--- src/rtl/seq_pkg.sv ---
// ============================================================================
// Module  : seq_pkg
// Purpose : Shared state/sub-step enums and instruction bit positions.
// Rev     : 1.0  initial release
// ============================================================================
`default_nettype none

package seq_pkg;

  typedef enum logic [3:0] {
    S_IDLE  = 4'd0,
    S_QWR   = 4'd1,
    S_KWR   = 4'd2,
    S_KLOAD = 4'd3,
    S_WAIT1 = 4'd4,
    S_EXEC  = 4'd5,
    S_WAIT2 = 4'd6,
    S_OFIFO = 4'd7,
    S_SFP   = 4'd8,
    S_DONE  = 4'd9
  } state_t;

  typedef enum logic [2:0] {
    SFP_RD   = 3'd0,
    SFP_ACC  = 3'd1,
    SFP_DIV1 = 3'd2,
    SFP_DIV2 = 3'd3,
    SFP_WB   = 3'd4,
    SFP_NEXT = 3'd5
  } sfp_step_t;

  localparam int INST_W       = 19;
  localparam int B_SFP_DIV    = 18;
  localparam int B_SFP_ACC    = 17;
  localparam int B_OFIFO_RD   = 16;
  localparam int B_QKMEM_LSB  = 12;
  localparam int B_PMEM_LSB   = 8;
  localparam int B_EXECUTE    = 7;
  localparam int B_LOAD       = 6;
  localparam int B_QMEM_RD    = 5;
  localparam int B_QMEM_WR    = 4;
  localparam int B_KMEM_RD    = 3;
  localparam int B_KMEM_WR    = 2;
  localparam int B_PMEM_RD    = 1;
  localparam int B_PMEM_WR    = 0;

endpackage

`default_nettype wire

--- src/rtl/seq_addr_cnt.sv ---
// ============================================================================
// Module  : seq_addr_cnt
// Purpose : Loadable / clearable address counter (clear > load > increment).
// Rev     : 1.0  initial release
// ============================================================================
`default_nettype none

module seq_addr_cnt #(
  parameter int ADDR_W = 4
) (
  input  logic              clk,
  input  logic              rst,
  input  logic              i_clr,
  input  logic              i_load,
  input  logic [ADDR_W-1:0] i_load_val,
  input  logic              i_inc,
  output logic [ADDR_W-1:0] o_cnt
);

  logic [ADDR_W-1:0] r_cnt;

  always_ff @(posedge clk or posedge rst) begin
    if (rst)         r_cnt <= '0;
    else if (i_clr)  r_cnt <= '0;
    else if (i_load) r_cnt <= i_load_val;
    else if (i_inc)  r_cnt <= r_cnt + 1'b1;
  end

  assign o_cnt = r_cnt;

endmodule

`default_nettype wire

--- src/rtl/inst_sequencer.sv ---
// ============================================================================
// Module  : inst_sequencer
// Purpose : Drives the fullchip instruction word through a full attention run.
//           Optional SFP normalisation phase: define INST_SEQUENCER_SFP_EN.
// Rev     : 1.0  initial release
// ============================================================================
`default_nettype none

module inst_sequencer
  import seq_pkg::*;
#(
  parameter int TOTAL_CYCLE = 8,
  parameter int COL         = 8,
  parameter int WAIT_CYC    = 10,
  parameter int ADDR_W      = 4
) (
  input  logic              clk,
  input  logic              reset,
  input  logic              start,
  input  logic              in_valid,
  output logic              in_ready,
  output logic [INST_W-1:0] inst,
  output logic              busy,
  output logic              done
);

  localparam logic [15:0] c_TC_M1   = 16'(TOTAL_CYCLE - 1);
  localparam logic [15:0] c_COL     = 16'(COL);
  localparam logic [15:0] c_COL_M1  = 16'(COL - 1);
  localparam logic [15:0] c_COL_P1  = 16'(COL + 1);
  localparam logic [15:0] c_COL_P2  = 16'(COL + 2);
  localparam logic [15:0] c_WAIT_M1 = 16'(WAIT_CYC - 1);

  state_t              r_state;
  logic [INST_W-1:0]   r_ctl;
  logic [15:0]         r_cnt;
  logic                r_in_ready, r_busy, r_done;
  logic                r_qk_adv, r_qk_end, r_p_adv, r_p_end;
  logic [15:0]         w_n;
  logic [ADDR_W-1:0]   w_qk_add, w_p_add;
`ifdef INST_SEQUENCER_SFP_EN
  localparam logic [ADDR_W-1:0] c_TC_LAST_A = ADDR_W'(TOTAL_CYCLE - 1);
  sfp_step_t           r_sub;
`endif

  assign w_n = r_cnt + 16'd1;

  // Address lags its strobe by design: r_*_adv marks a displayed access, so the
  // counter steps (or clears after the last one) on the edge that ends it.
  seq_addr_cnt #(.ADDR_W(ADDR_W)) u_qk_cnt (
    .clk(clk), .rst(reset),
    .i_clr(r_qk_adv & r_qk_end), .i_load(1'b0), .i_load_val('0),
    .i_inc(r_qk_adv & ~r_qk_end), .o_cnt(w_qk_add)
  );

  seq_addr_cnt #(.ADDR_W(ADDR_W)) u_p_cnt (
    .clk(clk), .rst(reset),
    .i_clr(r_p_adv & r_p_end), .i_load(1'b0), .i_load_val('0),
    .i_inc(r_p_adv & ~r_p_end), .o_cnt(w_p_add)
  );

  always_ff @(posedge clk or posedge reset) begin
    if (reset) begin
      r_state    <= S_IDLE;
      r_ctl      <= '0;
      r_cnt      <= '0;
      r_in_ready <= 1'b0;
      r_busy     <= 1'b0;
      r_done     <= 1'b0;
      r_qk_adv   <= 1'b0;
      r_qk_end   <= 1'b0;
      r_p_adv    <= 1'b0;
      r_p_end    <= 1'b0;
`ifdef INST_SEQUENCER_SFP_EN
      r_sub      <= SFP_RD;
`endif
    end else begin
      r_ctl    <= '0;
      r_qk_adv <= 1'b0;
      r_qk_end <= 1'b0;
      r_p_adv  <= 1'b0;
      r_p_end  <= 1'b0;
      r_done   <= 1'b0;
      case (r_state)
        S_IDLE: if (start) begin
          r_state    <= S_QWR;
          r_in_ready <= 1'b1;
          r_busy     <= 1'b1;
          r_cnt      <= '0;
        end
        S_QWR: if (in_valid && r_in_ready) begin
          r_ctl[B_QMEM_WR] <= 1'b1;
          r_qk_adv         <= 1'b1;
          r_cnt            <= w_n;
          if (r_cnt == c_TC_M1) begin
            r_qk_end <= 1'b1;
            r_state  <= S_KWR;
            r_cnt    <= '0;
          end
        end
        S_KWR: if (in_valid && r_in_ready) begin
          r_ctl[B_KMEM_WR] <= 1'b1;
          r_qk_adv         <= 1'b1;
          r_cnt            <= w_n;
          if (r_cnt == c_COL_M1) begin
            // The last K write is still on inst next cycle, so KLOAD counting
            // starts one cycle later (index wraps to 0 on the following edge).
            r_qk_end   <= 1'b1;
            r_in_ready <= 1'b0;
            r_state    <= S_KLOAD;
            r_cnt      <= '1;
          end
        end
        S_KLOAD: begin
          r_cnt <= w_n;
          if (r_cnt == c_COL_P2) begin
            r_state <= S_WAIT1;
            r_cnt   <= '0;
          end else begin
            r_ctl[B_LOAD] <= (w_n <= c_COL_P1);
            if (w_n >= 16'd1 && w_n <= c_COL) begin
              r_ctl[B_KMEM_RD] <= 1'b1;
              r_qk_adv         <= 1'b1;
              r_qk_end         <= (w_n == c_COL);
            end
          end
        end
        S_WAIT1: begin
          r_cnt <= w_n;
          if (r_cnt == c_WAIT_M1) begin
            r_state          <= S_EXEC;
            r_cnt            <= '0;
            r_ctl[B_EXECUTE] <= 1'b1;
            r_ctl[B_QMEM_RD] <= 1'b1;
            r_qk_adv         <= 1'b1;
            r_qk_end         <= (c_TC_M1 == 16'd0);
          end
        end
        S_EXEC: begin
          r_cnt <= w_n;
          if (r_cnt == c_TC_M1) begin
            r_state <= S_WAIT2;
            r_cnt   <= '0;
          end else begin
            r_ctl[B_EXECUTE] <= 1'b1;
            r_ctl[B_QMEM_RD] <= 1'b1;
            r_qk_adv         <= 1'b1;
            r_qk_end         <= (w_n == c_TC_M1);
          end
        end
        S_WAIT2: begin
          r_cnt <= w_n;
          if (r_cnt == c_WAIT_M1) begin
            r_state           <= S_OFIFO;
            r_cnt             <= '0;
            r_ctl[B_OFIFO_RD] <= 1'b1;
            r_ctl[B_PMEM_WR]  <= 1'b1;
            r_p_adv           <= 1'b1;
            r_p_end           <= (c_TC_M1 == 16'd0);
          end
        end
        S_OFIFO: begin
          r_cnt <= w_n;
          if (r_cnt == c_TC_M1) begin
            r_cnt <= '0;
`ifdef INST_SEQUENCER_SFP_EN
            r_state          <= S_SFP;
            r_sub            <= SFP_RD;
            r_ctl[B_PMEM_RD] <= 1'b1;
`else
            r_state <= S_DONE;
            r_done  <= 1'b1;
`endif
          end else begin
            r_ctl[B_OFIFO_RD] <= 1'b1;
            r_ctl[B_PMEM_WR]  <= 1'b1;
            r_p_adv           <= 1'b1;
            r_p_end           <= (w_n == c_TC_M1);
          end
        end
`ifdef INST_SEQUENCER_SFP_EN
        S_SFP: begin
          case (r_sub)
            SFP_RD: begin
              r_sub            <= SFP_ACC;
              r_ctl[B_PMEM_RD] <= 1'b1;
              r_ctl[B_SFP_ACC] <= 1'b1;
            end
            SFP_ACC, SFP_DIV1: begin
              r_sub            <= (r_sub == SFP_ACC) ? SFP_DIV1 : SFP_DIV2;
              r_ctl[B_PMEM_RD] <= 1'b1;
              r_ctl[B_SFP_DIV] <= 1'b1;
            end
            SFP_DIV2: begin
              r_sub            <= SFP_WB;
              r_ctl[B_PMEM_WR] <= 1'b1;
              r_ctl[B_SFP_DIV] <= 1'b1;
            end
            SFP_WB: begin
              r_sub   <= SFP_NEXT;
              r_p_adv <= 1'b1;
              r_p_end <= (w_p_add == c_TC_LAST_A);
            end
            default: begin
              if (r_p_end) begin
                r_state <= S_DONE;
                r_done  <= 1'b1;
              end else begin
                r_sub            <= SFP_RD;
                r_ctl[B_PMEM_RD] <= 1'b1;
              end
            end
          endcase
        end
`endif
        S_DONE: begin
          r_state <= S_IDLE;
          r_busy  <= 1'b0;
        end
        default: begin
          r_state    <= S_IDLE;
          r_busy     <= 1'b0;
          r_in_ready <= 1'b0;
        end
      endcase
    end
  end

  assign inst = r_ctl
              | (INST_W'(w_qk_add) << B_QKMEM_LSB)
              | (INST_W'(w_p_add)  << B_PMEM_LSB);
  assign in_ready = r_in_ready;
  assign busy     = r_busy;
  assign done     = r_done;

endmodule

`default_nettype wire

--- config.mk ---
export PLATFORM = sky130hd
export DESIGN_NAME = inst_sequencer
export DESIGN_NICKNAME = d
export VERILOG_FILES = /design/src/rtl/seq_pkg.sv /design/src/rtl/seq_addr_cnt.sv /design/src/rtl/inst_sequencer.sv
export SDC_FILE = /design/constraint.sdc
export NUM_CORES = 1
export LEC_CHECK = 0
export ABC_AREA = 1
export CAP_MARGIN = 20
export CORE_MARGIN = 2
export CORE_UTILIZATION = 45
export CTS_BUF_LIST = sky130_fd_sc_hd__clkbuf_8
export DETAILED_ROUTE_END_ITERATION = 10
export HOLD_SLACK_MARGIN = 0.06
export MAX_ROUTING_LAYER = met4
export PLACE_DENSITY = 0.66
export SLEW_MARGIN = 25
export SYNTH_ARGS = -nofsm -noshare
export SYNTH_HDL_FRONTEND = slang
export SYNTH_SLANG_ARGS = --single-unit
--- constraint.sdc ---
create_clock -name clk -period 3.7 [get_ports clk]
set_input_delay 0.37 -clock clk [delete_from_list [all_inputs] [get_ports clk]]
set_output_delay 0.37 -clock clk [all_outputs]
set_load 0.01 [all_outputs]
==> summary.txt, run 1 <==
Run status
  – Status: finished clean

CTS
  – CTS root buffer: clkbuf_8
  – CTS Buf Count: 5
  – CTS max path bufs: 2
  – Hold Buf Count CTS: 0
  – Cts repair resizes: 0
  – CTS tree: done
  – Post CTS Setup Buffer Count: 0
  – Clk pin slew, worst setup/hold paths: 0.08 ns
  – Htree depth: 2
  – Clock Sinks: 40
  – Clock Latency Late Sink: 0.30 ns

Place
  – Area after DPL: 2800 um^2
  – Port buffer count: 22
  – Post-DP HPWL: 4170 um
  – Placed Instances: 439
  – Final GP Congestion: 0.952
  – Dpl ws: 1.29 ns

Critical path
  – Crit Path Max Fanout: 12
  – Reg2Reg Launch Point: r_cnt[1]
  – Worst reg2reg path endpoint: r_cnt[13]
  – Crit path capture: r_cnt[13]
  – Crit path launch type: register
  – Critical Path RT: 3.88 ns
  – Critical path endpoint category: register
  – CP startpoint: r_cnt[1]
  – Reg2Reg Setup Slack: 1.39 ns
  – Crit path arrival time: 2.49 ns
  – Worst Reg2Reg Path Length in Cells: 8
  – WS Path Type: reg -> reg

Yosys
  – Seq/Total Area, Yosys: 0.393
  – Count of cell types in the netlist: 36
  – Post-synth top area share: 0.393
  – Avg Cell Area, Syn: 7.20 um^2
  – Synthesis Warnings: 0
  – EDFF count, synth: 0
  – Synth area leaders: dfrtp_1 (39%), nand2_1 (14%), inv_1 (6.3%), nand3_1 (5.7%), nor2_1 (5.3%)
  – Leading area contributor after synthesis: dfrtp_1
  – Syn Inst Count: 354
  – Main synth FF type: dfrtp_1
  – FFs w/ async S/R, synth: 1.00
  – Mapped Area: 2550 um^2
  – Flops & latches, synth: 40

Floorplanning
  – I/O Pins: 26
  – Die Y: 79.3 um
  – Initial core utilization: 0.466
  – Core region area: 5470 um^2
  – DIE AREA: 6280 um^2
  – Die width: 79.3 um
  – Rows: 27

Finish
  – Share of cells above drive strength 1: 0.0773
  – Most common cell after layout, fill and taps aside: nand2_1
  – Area growth syn-to-layout: 14.4%
  – # diodes: 0
  – NumNets Final: 386
  – Final Instance Count excl. Fillers: 447
  – Design area: 2920 um^2
  – Most frequent cells in the layout: nand2_1 (95), inv_1 (43), dfrtp_1 (40)
  – Fillers: 564

Global routing
  – Total GRT Usage: 0.203
  – GR Overflow Total: 0
  – Vias in the first global route: 2117
  – First-pass GRT wire length: 9780 um
  – Initial antenna violation count: 0
  – Largest net degree at the start of global routing: 41

Timing
  – Final Skew: 0.00299 ns
  – Relative slew slack: 0.519
  – Max Clock Freq: 433 MHz
  – Hold Vio Cnt, Final: 0
  – Setup violators final: 0
  – RSZ-0062 raised after global routing: false
  – Setup TNS Final: 0 ns
  – Worst hold margin: 0.437 ns
  – Fin worst setup slack: 1.39 ns
  – Final min period: 2.31 ns
  – Final Cycle Share: 0.624
  – Slew Viols, Final: 0
  – Worst-margin pin slew: 0.718 ns

Power
  – Sequential Power Share: 0.367
  – Worst VDD drop: 429 uV
  – Sw Share: 0.413
  – Int Power: 0.974 mW
  – Switch Pwr: 0.686 mW
  – Pwr per Cell Area: 569 nW/um^2
  – Leakage: 1.42 nW
  – Comb pwr share: 0.408
  – Clk pwr share: 0.225

Routing
  – Via/cell ratio: 5.18
  – Initial DRC count: 148
  – DRC: 0
  – WL final: 5530 um
  – Drt pass-1 iters: 4
  – Post-DRT Antenna Nets: 0
  – Post-DR wirelength/cell: 12.4 um
  – Routed vias: 2314

Run
  – Max Cap Viol: 0

Min path
  – Worst min path class: reg -> reg
## sequential cells by signal, summed over array words and instances (netlist names)
| signal | flops |
|---|---|
| r_cnt | 16 |
| r_ctl | 6 |
| r_state | 4 |
| u_p_cnt.o_cnt | 4 |
| u_qk_cnt.o_cnt | 4 |
| busy | 1 |
| done | 1 |
| in_ready | 1 |
| r_p_end | 1 |
| r_qk_adv | 1 |
| r_qk_end | 1 |
## how the worst min path moves through the flow
stage / from / end / depth (start not counted)
final: r_p_end / u_p_cnt.o_cnt[3] / 1
after global routing: r_p_end / u_p_cnt.o_cnt[3] / 1
after CTS: r_p_end / u_p_cnt.o_cnt[3] / 1
after detailed placement: r_p_end / u_p_cnt.o_cnt[3] / 1
after global placement: r_p_end / u_p_cnt.o_cnt[3] / 1
after floorplan: r_p_end / u_p_cnt.o_cnt[3] / 1
## routing by layer
layer	track usage	vias up	wire length, um
met3	0.0375	7	332
li1	-	1187	-
met2	0.302	69	2390
met5	-	-	0
met4	0.0569	0	59
met1	0.286	1051	2750
## cell families after synthesis
logic type | synth area share
buffers and inverters | 0.0967
xor gates and xnor gates | 0.00687
DFF | 0.393
other | 0.00147
adders and majority gates | 0.0393
AOI/OAI and AO/OA | 0.121
and+or+nand+nor | 0.342
## synth_stat cells, drive strengths merged (3+ instances only)
master	n
nand3	31
ha	8
nor3	3
inv	46
o211ai	8
nand2	98
o21ai	29
a21oi	11
nand4	11
nor2	45
buf	11
dfrtp	40
## power groups by stage
stage | sequential (mW) | clock (mW) | combinational [mW]
2_1_floorplan | 0.624 | 0 | 0.451
3_3_place_gp | 0.613 | 0 | 0.665
3_5_place_dp | 0.616 | 0 | 0.677
5_1_grt | 0.626 | 0.405 | 0.777
6_report | 0.610 | 0.373 | 0.677
4_1_cts | 0.609 | 0.382 | 0.679
## critical path, cell delays in order (launching register included)
cell and delay [ns]:
dfrtp_1 0.49, ha_1 0.24, nand2_1 0.10, inv_1 0.16
nand4_2 0.20, o21ai_1 0.16, nand4_1 0.43, nand2_1 0.31
o21ai_0 0.11
## cell type report
class	instances	area, um^2	area share
clock inverters	3	46.3	0.0159
inverters	46	173	0.0592
well taps	72	90.1	0.0309
multi-input cells	258	1310	0.449
clock buffers	5	68.8	0.0236
flip-flops and latches	40	1000	0.343
repair buffers	23	228	0.0781
## stage by stage
step / power, mW / util
floorplan: 1.07 / -
global placement: 1.28 / 0.512
detailed placement: 1.29 / 0.512
CTS: 1.67 / 0.533
global route: 1.81 / 0.533
finish: 1.66 / 0.533
No activity file was read; power rests on OpenSTA's default activity.
==> run 2: changes to the inputs <==
--- a/config.mk
+++ b/config.mk
@@ -13,7 +13,7 @@
 export DETAILED_ROUTE_END_ITERATION = 10
 export HOLD_SLACK_MARGIN = 0.06
 export MAX_ROUTING_LAYER = met4
-export PLACE_DENSITY = 0.66
+export PLACE_DENSITY = 0.68
 export SLEW_MARGIN = 25
 export SYNTH_ARGS = -nofsm -noshare
 export SYNTH_HDL_FRONTEND = slang
==> constraint.sdc (replaced) <==
create_clock -name clk -period 2.05 [get_ports clk]
set_input_delay 0.205 -clock clk [delete_from_list [all_inputs] [get_ports clk]]
set_output_delay 0.205 -clock clk [all_outputs]
set_load 0.01 [all_outputs]
==> run 2 against run 1 <==
Power up 88%. Non-clock buffer count is 9 higher. Critical path type unchanged. Largest cell class unchanged. Critical endpoint is now r_cnt[12]. Fmax up 23%. First-iteration DRC count decreased by 11%. Flip-flop and latch count did not move. Sequential power rose by 79%. Cell count is 2.2% higher. Die area did not move. Via count grew 1.3%.
==> summary.txt, run 2 (synthesis gave the netlist of run 1 again) <==
Run status
  – Status: finished clean (unchanged)

Global routing
  – Vias in the first global route: 2163 (was 2117)
  – First-pass GRT wire length: 10000 um (was 9780 um)
  – GR Overflow Total: 0 (unchanged)
  – Total GRT Usage: 0.206 (was 0.203)
  – Initial antenna violation count: 0 (unchanged)
  – Largest net degree at the start of global routing: 41 (unchanged)

Finish
  – Largest registers: r_cnt x16, r_ctl x6 (unchanged)
  – Design area: 3020 um^2 (was 2920 um^2)
  – Largest register FFs: 16 (unchanged)
  – Most common cell after layout, fill and taps aside: nand2_1 (unchanged)
  – # diodes: 0 (unchanged)
  – Area growth syn-to-layout: 18.7% (was 14.4%)
  – Most frequent cells in the layout: nand2_1 (95), inv_1 (43), dfrtp_1 (37) (was nand2_1 (95), inv_1 (43), dfrtp_1 (40))
  – NumNets Final: 396 (was 386)
  – Multi-input combinational cell area: 1350 um^2 (was 1310 um^2)
  – FF/Latch Area: 1000 um^2 (about the same)
  – Fillers: 543 (was 564)
  – Share of cells above drive strength 1: 0.125 (was 0.0773)
  – Most flops, register: r_cnt (unchanged)

Critical path
  – Crit Path Max Fanout: 12 (unchanged)
  – Crit path arrival time: 2.05 ns (was 2.49 ns)
  – Crit path launch type: register (unchanged)
  – CP bufs+invs: 2 (was 1)
  – CP startpoint: r_cnt[9] (was r_cnt[1])
  – Critical path endpoint category: register (unchanged)
  – Most used cell along the critical path: nand4_1 (was nand2_1)
  – Critical Path RT: 2.23 ns (was 3.88 ns)
  – Worst Reg2Reg Path Length in Cells: 9 (was 8)
  – CP Cell Sequence: inv_2, nand4_1, nor2_2, nand4_1, o21ai_0, nand4_1, buf_4, nand2_1, o21ai_0 (was ha_1, nand2_1, inv_1, nand4_2, o21ai_1, nand4_1, nand2_1, o21ai_0)
  – Worst reg2reg path endpoint: r_cnt[12] (was r_cnt[13])
  – Reg2Reg Setup Slack: 0.18 ns (was 1.39 ns)
  – WS Path Type: reg -> reg (unchanged)
  – CP max-delay cell: dfrtp_1 (unchanged)
  – Critical Path Max Stage Delay: 0.45 ns (was 0.49 ns)
  – CP delay by family, top: simple AND/OR/NAND/NOR gates (unchanged)
  – Reg2Reg Launch Point: r_cnt[9] (was r_cnt[1])

Timing
  – Relative slew slack: 0.664 (was 0.519)
  – Final Skew: 0.00814 ns (was 0.00299 ns)
  – Final Cycle Share: 0.914 (was 0.624)
  – Slew Viols, Final: 0 (unchanged)
  – Setup violators final: 0 (unchanged)
  – Setup TNS Final: 0 ns (unchanged)
  – Worst hold margin: 0.337 ns (was 0.437 ns)
  – Final min period: 1.87 ns (was 2.31 ns)
  – Hold Vio Cnt, Final: 0 (unchanged)
  – RSZ-0062 raised after global routing: false (unchanged)
  – Fin worst setup slack: 0.176 ns (was 1.39 ns)
  – Worst-margin pin slew: 0.504 ns (was 0.718 ns)
  – Max Clock Freq: 534 MHz (was 433 MHz)

Place
  – Area after DPL: 2850 um^2 (was 2800 um^2)
  – Final GP Congestion: 0.939 (was 0.952)
  – Dpl ws: 0.0172 ns (was 1.29 ns)
  – Post-DP HPWL: 4250 um (was 4170 um)
  – Port buffer count: 22 (unchanged)

Power
  – Comb pwr share: 0.437 (was 0.408)
  – Switch Pwr: 1.28 mW (was 0.686 mW)
  – Sw Share: 0.410 (was 0.413)
  – Sequential Power Share: 0.350 (was 0.367)
  – Int Power: 1.84 mW (was 0.974 mW)
  – Leakage: 1.47 nW (was 1.42 nW)
  – Worst VDD drop: 834 uV (was 429 uV)
  – Pwr per Cell Area: 1030 nW/um^2 (was 569 nW/um^2)
  – Clk pwr share: 0.212 (was 0.225)

CTS
  – Clk pin slew, worst setup/hold paths: 0.08 ns (about the same)
  – CTS root buffer: clkbuf_8 (unchanged)
  – CTS tree: done (unchanged)
  – CTS max path bufs: 2 (unchanged)
  – Clock Latency Late Sink: 0.30 ns (about the same)
  – Clock Sinks: 40 (unchanged)
  – Htree depth: 2 (unchanged)
  – CTS Buf Count: 5 (unchanged)

Routing
  – DRC: 0 (unchanged)
  – Initial DRC count: 132 (was 148)
  – Routed vias: 2345 (was 2314)
  – Post-DR wirelength/cell: 12.6 um (was 12.4 um)
  – Drt pass-1 iters: 5 (was 4)
  – Via/cell ratio: 5.13 (was 5.18)
  – WL final: 5770 um (was 5530 um)
  – Post-DRT Antenna Nets: 0 (unchanged)

Min path
  – Worst min path class: in -> async (was reg -> reg)

Floorplanning
  – I/O Pins: 26 (unchanged)
  – Die width: 79.3 um (unchanged)
  – Initial core utilization: 0.466 (unchanged)
  – Die Y: 79.3 um (unchanged)
  – Core region area: 5470 um^2 (unchanged)
  – DIE AREA: 6280 um^2 (unchanged)
  – Rows: 27 (unchanged)

Run
  – Max Cap Viol: 0 (unchanged)
## run 2: cell count changes in the layout (fill, tap and decap cells not counted), sizes merged
| cell | previous run | this run |
|---|---|---|
| clkinvlp | 1 | 0 |
| nor2 | 45 | 46 |
| buf | 1 | 10 |
| inv | 47 | 46 |
| clkinv | 0 | 2 |
## run 2: how the worst max path moves through the flow
stage | end | cells past startpoint
after CTS | r_qk_adv | 12
after global placement | r_qk_adv | 12
after detailed placement | r_cnt[11] | 9
after global routing | r_cnt[11] | 10
final | r_cnt[12] | 9
after floorplan | r_qk_adv | 12
## run 2: per-layer routing
metal / part of all wire / global-route usage / vias to the layer above
met4: 0.012 / 0.0517 / 0
li1: - / - / 1204
met2: 0.45 / 0.327 / 66
met3: 0.045 / 0.0352 / 5
met1: 0.49 / 0.275 / 1070
met5: 0 / - / -
## run 2: timing repair
action                                  in CTS  in global routing
gates resized for setup                      0                 11
hold buffers                                 0                  0
setup buffers                                0                  2
endpoints found under the hold margin        0                  0
endpoints found under the setup margin       0                 20
## run 2: area by class of cell
cell class                      count  share of cell area
Tap cell                           72              0.0298
Sequential cell                    40               0.332
Multi-Input combinational cell    259               0.445
Clock inverter                      3              0.0157
Timing Repair Buffer               32              0.0976
Inverter                           46              0.0571
Clock buffer                        5              0.0228
## run 2: power groups by stage
stage                     Clock, mW  Combinational (mW)  Sequential [mW]
after floorplan                   0               0.814             1.13
after global placement            0                1.26             1.10
after detailed placement          0                1.28             1.11
after CTS                     0.674                1.29             1.09
after global routing          0.711                1.53             1.13
final                         0.662                1.36             1.09
## run 2: tightest hold or removal path, delay by kind of cell
| kind | cells | cell delay [ns] |
|---|---|---|
| buffers and inverters | 3 | 0.87 |
## run 2: through the flow
stage,power [mW],utilization,instances
after floorplan,1.94,-,356
after global placement,2.36,0.521,446
after detailed placement,2.39,0.521,446
after CTS,3.06,0.543,454
after global routing,3.37,0.553,457
final,3.12,0.553,457
==> run 3: changes to the inputs <==
--- a/config.mk
+++ b/config.mk
@@ -13,7 +13,7 @@
 export DETAILED_ROUTE_END_ITERATION = 10
 export HOLD_SLACK_MARGIN = 0.06
 export MAX_ROUTING_LAYER = met4
-export PLACE_DENSITY = 0.68
+export PLACE_DENSITY_LB_ADDON = 0.1
 export SLEW_MARGIN = 25
 export SYNTH_ARGS = -nofsm -noshare
 export SYNTH_HDL_FRONTEND = slang
==> run 3 against run 2 <==
Die area did not move. Flip-flop and latch count did not move. Setup slack got worse by 0.011 ns. Sequential power barely moved. Largest power group unchanged. First-iteration DRC count rose by 35%. Power rose by 0.50%. Worst hold slack improved by 0.010 ns. Core utilization rose by 0.43 points. Critical path type unchanged. Clock power rose by 3.8%. Non-clock buffer count rose by 1.
==> summary.txt, run 3 (synthesis gave the netlist of run 1 again) <==
Run status
  – Status: finished clean (unchanged)

Critical path
  – Crit path depth: 9 (unchanged)
  – Reg2Reg Launch Point: r_cnt[8] (was r_cnt[9])
  – Critical Path RT: 2.23 ns (about the same)
  – Critical path endpoint category: register (unchanged)
  – CP max-delay cell: dfrtp_1 (unchanged)
  – WS Path Type: reg -> reg (unchanged)
  – CP Cell Sequence: inv_1, nand4_1, nor2_2, nand4_1, o21ai_0, nand4_1, buf_4, nand2_1, o21ai_0 (was inv_2, nand4_1, nor2_2, nand4_1, o21ai_0, nand4_1, buf_4, nand2_1, o21ai_0)
  – CP delay by family, top: simple AND/OR/NAND/NOR gates (unchanged)
  – Crit path arrival time: 2.07 ns (was 2.05 ns)
  – Crit path launch type: register (unchanged)
  – Reg2Reg Setup Slack: 0.17 ns (was 0.18 ns)
  – Worst reg2reg path endpoint: r_cnt[12] (unchanged)
  – Critical Path Max Stage Delay: 0.42 ns (was 0.45 ns)
  – Crit Path Max Fanout: 12 (unchanged)
  – Most used cell along the critical path: nand4_1 (unchanged)
  – Worst Reg2Reg Path Length in Cells: 9 (unchanged)
  – Crit path capture: r_cnt[12] (unchanged)
  – CP bufs+invs: 2 (unchanged)
  – CP startpoint: r_cnt[8] (was r_cnt[9])

Routing
  – Routed vias: 2355 (was 2345)
  – WL final: 5770 um (about the same)
  – Drt pass-1 iters: 4 (was 5)
  – Initial DRC count: 178 (was 132)
  – Via/cell ratio: 5.14 (was 5.13)
  – Post-DR wirelength/cell: 12.6 um (about the same)
  – Met2 routed WL: 2520 um (was 2590 um)
  – DRC: 0 (unchanged)
  – Met3 WL: 316 um (was 262 um)
  – Highest metal layer with signal wires: met4 (unchanged)
  – WL met1: 2850 um (about the same)
  – Post-DRT Antenna Nets: 0 (unchanged)

Global routing
  – Total GRT Usage: 0.209 (was 0.206)
  – Initial antenna violation count: 0 (unchanged)
  – Vias in the first global route: 2178 (was 2163)
  – Largest net degree at the start of global routing: 41 (unchanged)
  – GR Overflow Total: 0 (unchanged)
  – First-pass GRT wire length: 10000 um (about the same)

Floorplanning
  – Rows: 27 (unchanged)
  – DIE AREA: 6280 um^2 (unchanged)
  – Die width: 79.3 um (unchanged)
  – Core region area: 5470 um^2 (unchanged)
  – Die Y: 79.3 um (unchanged)
  – Initial core utilization: 0.466 (unchanged)
  – I/O Pins: 26 (unchanged)

Finish
  – Share of cells above drive strength 1: 0.132 (was 0.125)
  – Most frequent cells in the layout: nand2_1 (95), inv_1 (42), dfrtp_1 (37) (was nand2_1 (95), inv_1 (43), dfrtp_1 (37))
  – Most common cell after layout, fill and taps aside: nand2_1 (unchanged)
  – Largest registers: r_cnt x16, r_ctl x6 (unchanged)
  – Multi-input combinational cell area: 1360 um^2 (was 1350 um^2)
  – # diodes: 0 (unchanged)
  – Area growth syn-to-layout: 19.6% (was 18.7%)
  – Fin util: 0.557 (was 0.553)
  – NumNets Final: 397 (was 396)
  – Fillers: 565 (was 543)
  – Largest register FFs: 16 (unchanged)
  – FF/Latch Area: 1000 um^2 (unchanged)
  – Most flops, register: r_cnt (unchanged)

Timing
  – Max Clock Freq: 531 MHz (was 534 MHz)
  – Hold Vio Cnt, Final: 0 (unchanged)
  – Final Skew: 0.00393 ns (was 0.00814 ns)
  – Slew Viols, Final: 0 (unchanged)
  – Setup violators final: 0 (unchanged)
  – Worst hold margin: 0.347 ns (was 0.337 ns)
  – Final Cycle Share: 0.919 (was 0.914)
  – Worst-margin pin slew: 0.503 ns (was 0.504 ns)
  – Final min period: 1.88 ns (was 1.87 ns)
  – Relative slew slack: 0.665 (was 0.664)

CTS
  – CTS max path bufs: 2 (unchanged)
  – Hold Buf Count CTS: 0 (unchanged)
  – Clock Latency Late Sink: 0.30 ns (about the same)
  – Htree depth: 2 (unchanged)
  – CTS Buf Count: 5 (unchanged)
  – CTS tree: done (unchanged)
  – CTS root buffer: clkbuf_8 (unchanged)
  – Clock Sinks: 40 (unchanged)
  – Clk pin slew, worst setup/hold paths: 0.08 ns (about the same)

Run
  – Max Cap Viol: 0 (unchanged)

Place
  – Post-DP HPWL: 4200 um (was 4250 um)
  – Final GP Congestion: 0.903 (was 0.939)
  – Port buffer count: 22 (unchanged)

Min path
  – Worst min path class: in -> async (unchanged)

Power
  – Pwr per Cell Area: 1030 nW/um^2 (about the same)
  – Worst VDD drop: 704 uV (was 834 uV)
  – Total power draw: 3.13 mW (was 3.12 mW)
  – Leakage: 1.49 nW (was 1.47 nW)
-- run 3: report_power, final --
| part | internal (mW) | switching [mW] |
|---|---|---|
| logic | 0.529 | 0.808 |
| registers | 0.946 | 0.160 |
| clock network | 0.398 | 0.289 |
-- run 3: worst min path at each step --
stage,end,cells after the start
floorplan,busy,2
global placement,u_p_cnt.o_cnt[3],1
detailed placement,u_p_cnt.o_cnt[3],1
CTS,r_state[3],3
global route,u_qk_cnt.o_cnt[3],3
finish,u_qk_cnt.o_cnt[0],3
-- run 3: through the flow --
step | cells | instance area, um^2 | worst slack (ns) | TNS, ns
finish | 458 | 3050 | 0.165 | 0
global route | 458 | 3050 | -0.00814 | -0.00814
CTS | 455 | 2980 | 0.0342 | 0
detailed placement | 447 | 2860 | 0.0246 | 0
global placement | 447 | 2860 | 0.0293 | 0
floorplan | 356 | 2560 | 0.332 | 0
-- run 3: layer usage --
metal  vias up  global-route usage
met5         -                   -
met4         0              0.0672
met3         7              0.0375
met2        51               0.321
met1      1098               0.282
li1       1199                   -
-- run 3: cell type report --
cell class,count,area share
flip-flops and latches,40,0.330
clock buffers,6,0.0271
repair buffers,33,0.0993
multi-input cells,259,0.445
well taps,72,0.0296
inverters,46,0.0567
clock inverters,2,0.0127
-- run 3: worst min-delay path, stage by stage --
cell	delay (ns)
clkdlybuf4s50_1	0.40
inv_1	0.06
buf_4	0.43
-- run 3: timing repair --
action	in CTS	in global routing
cloned	0	1
setup endpoints to repair	1	15
setup buffers	0	2
resized for setup	1	15
pin swaps	0	2
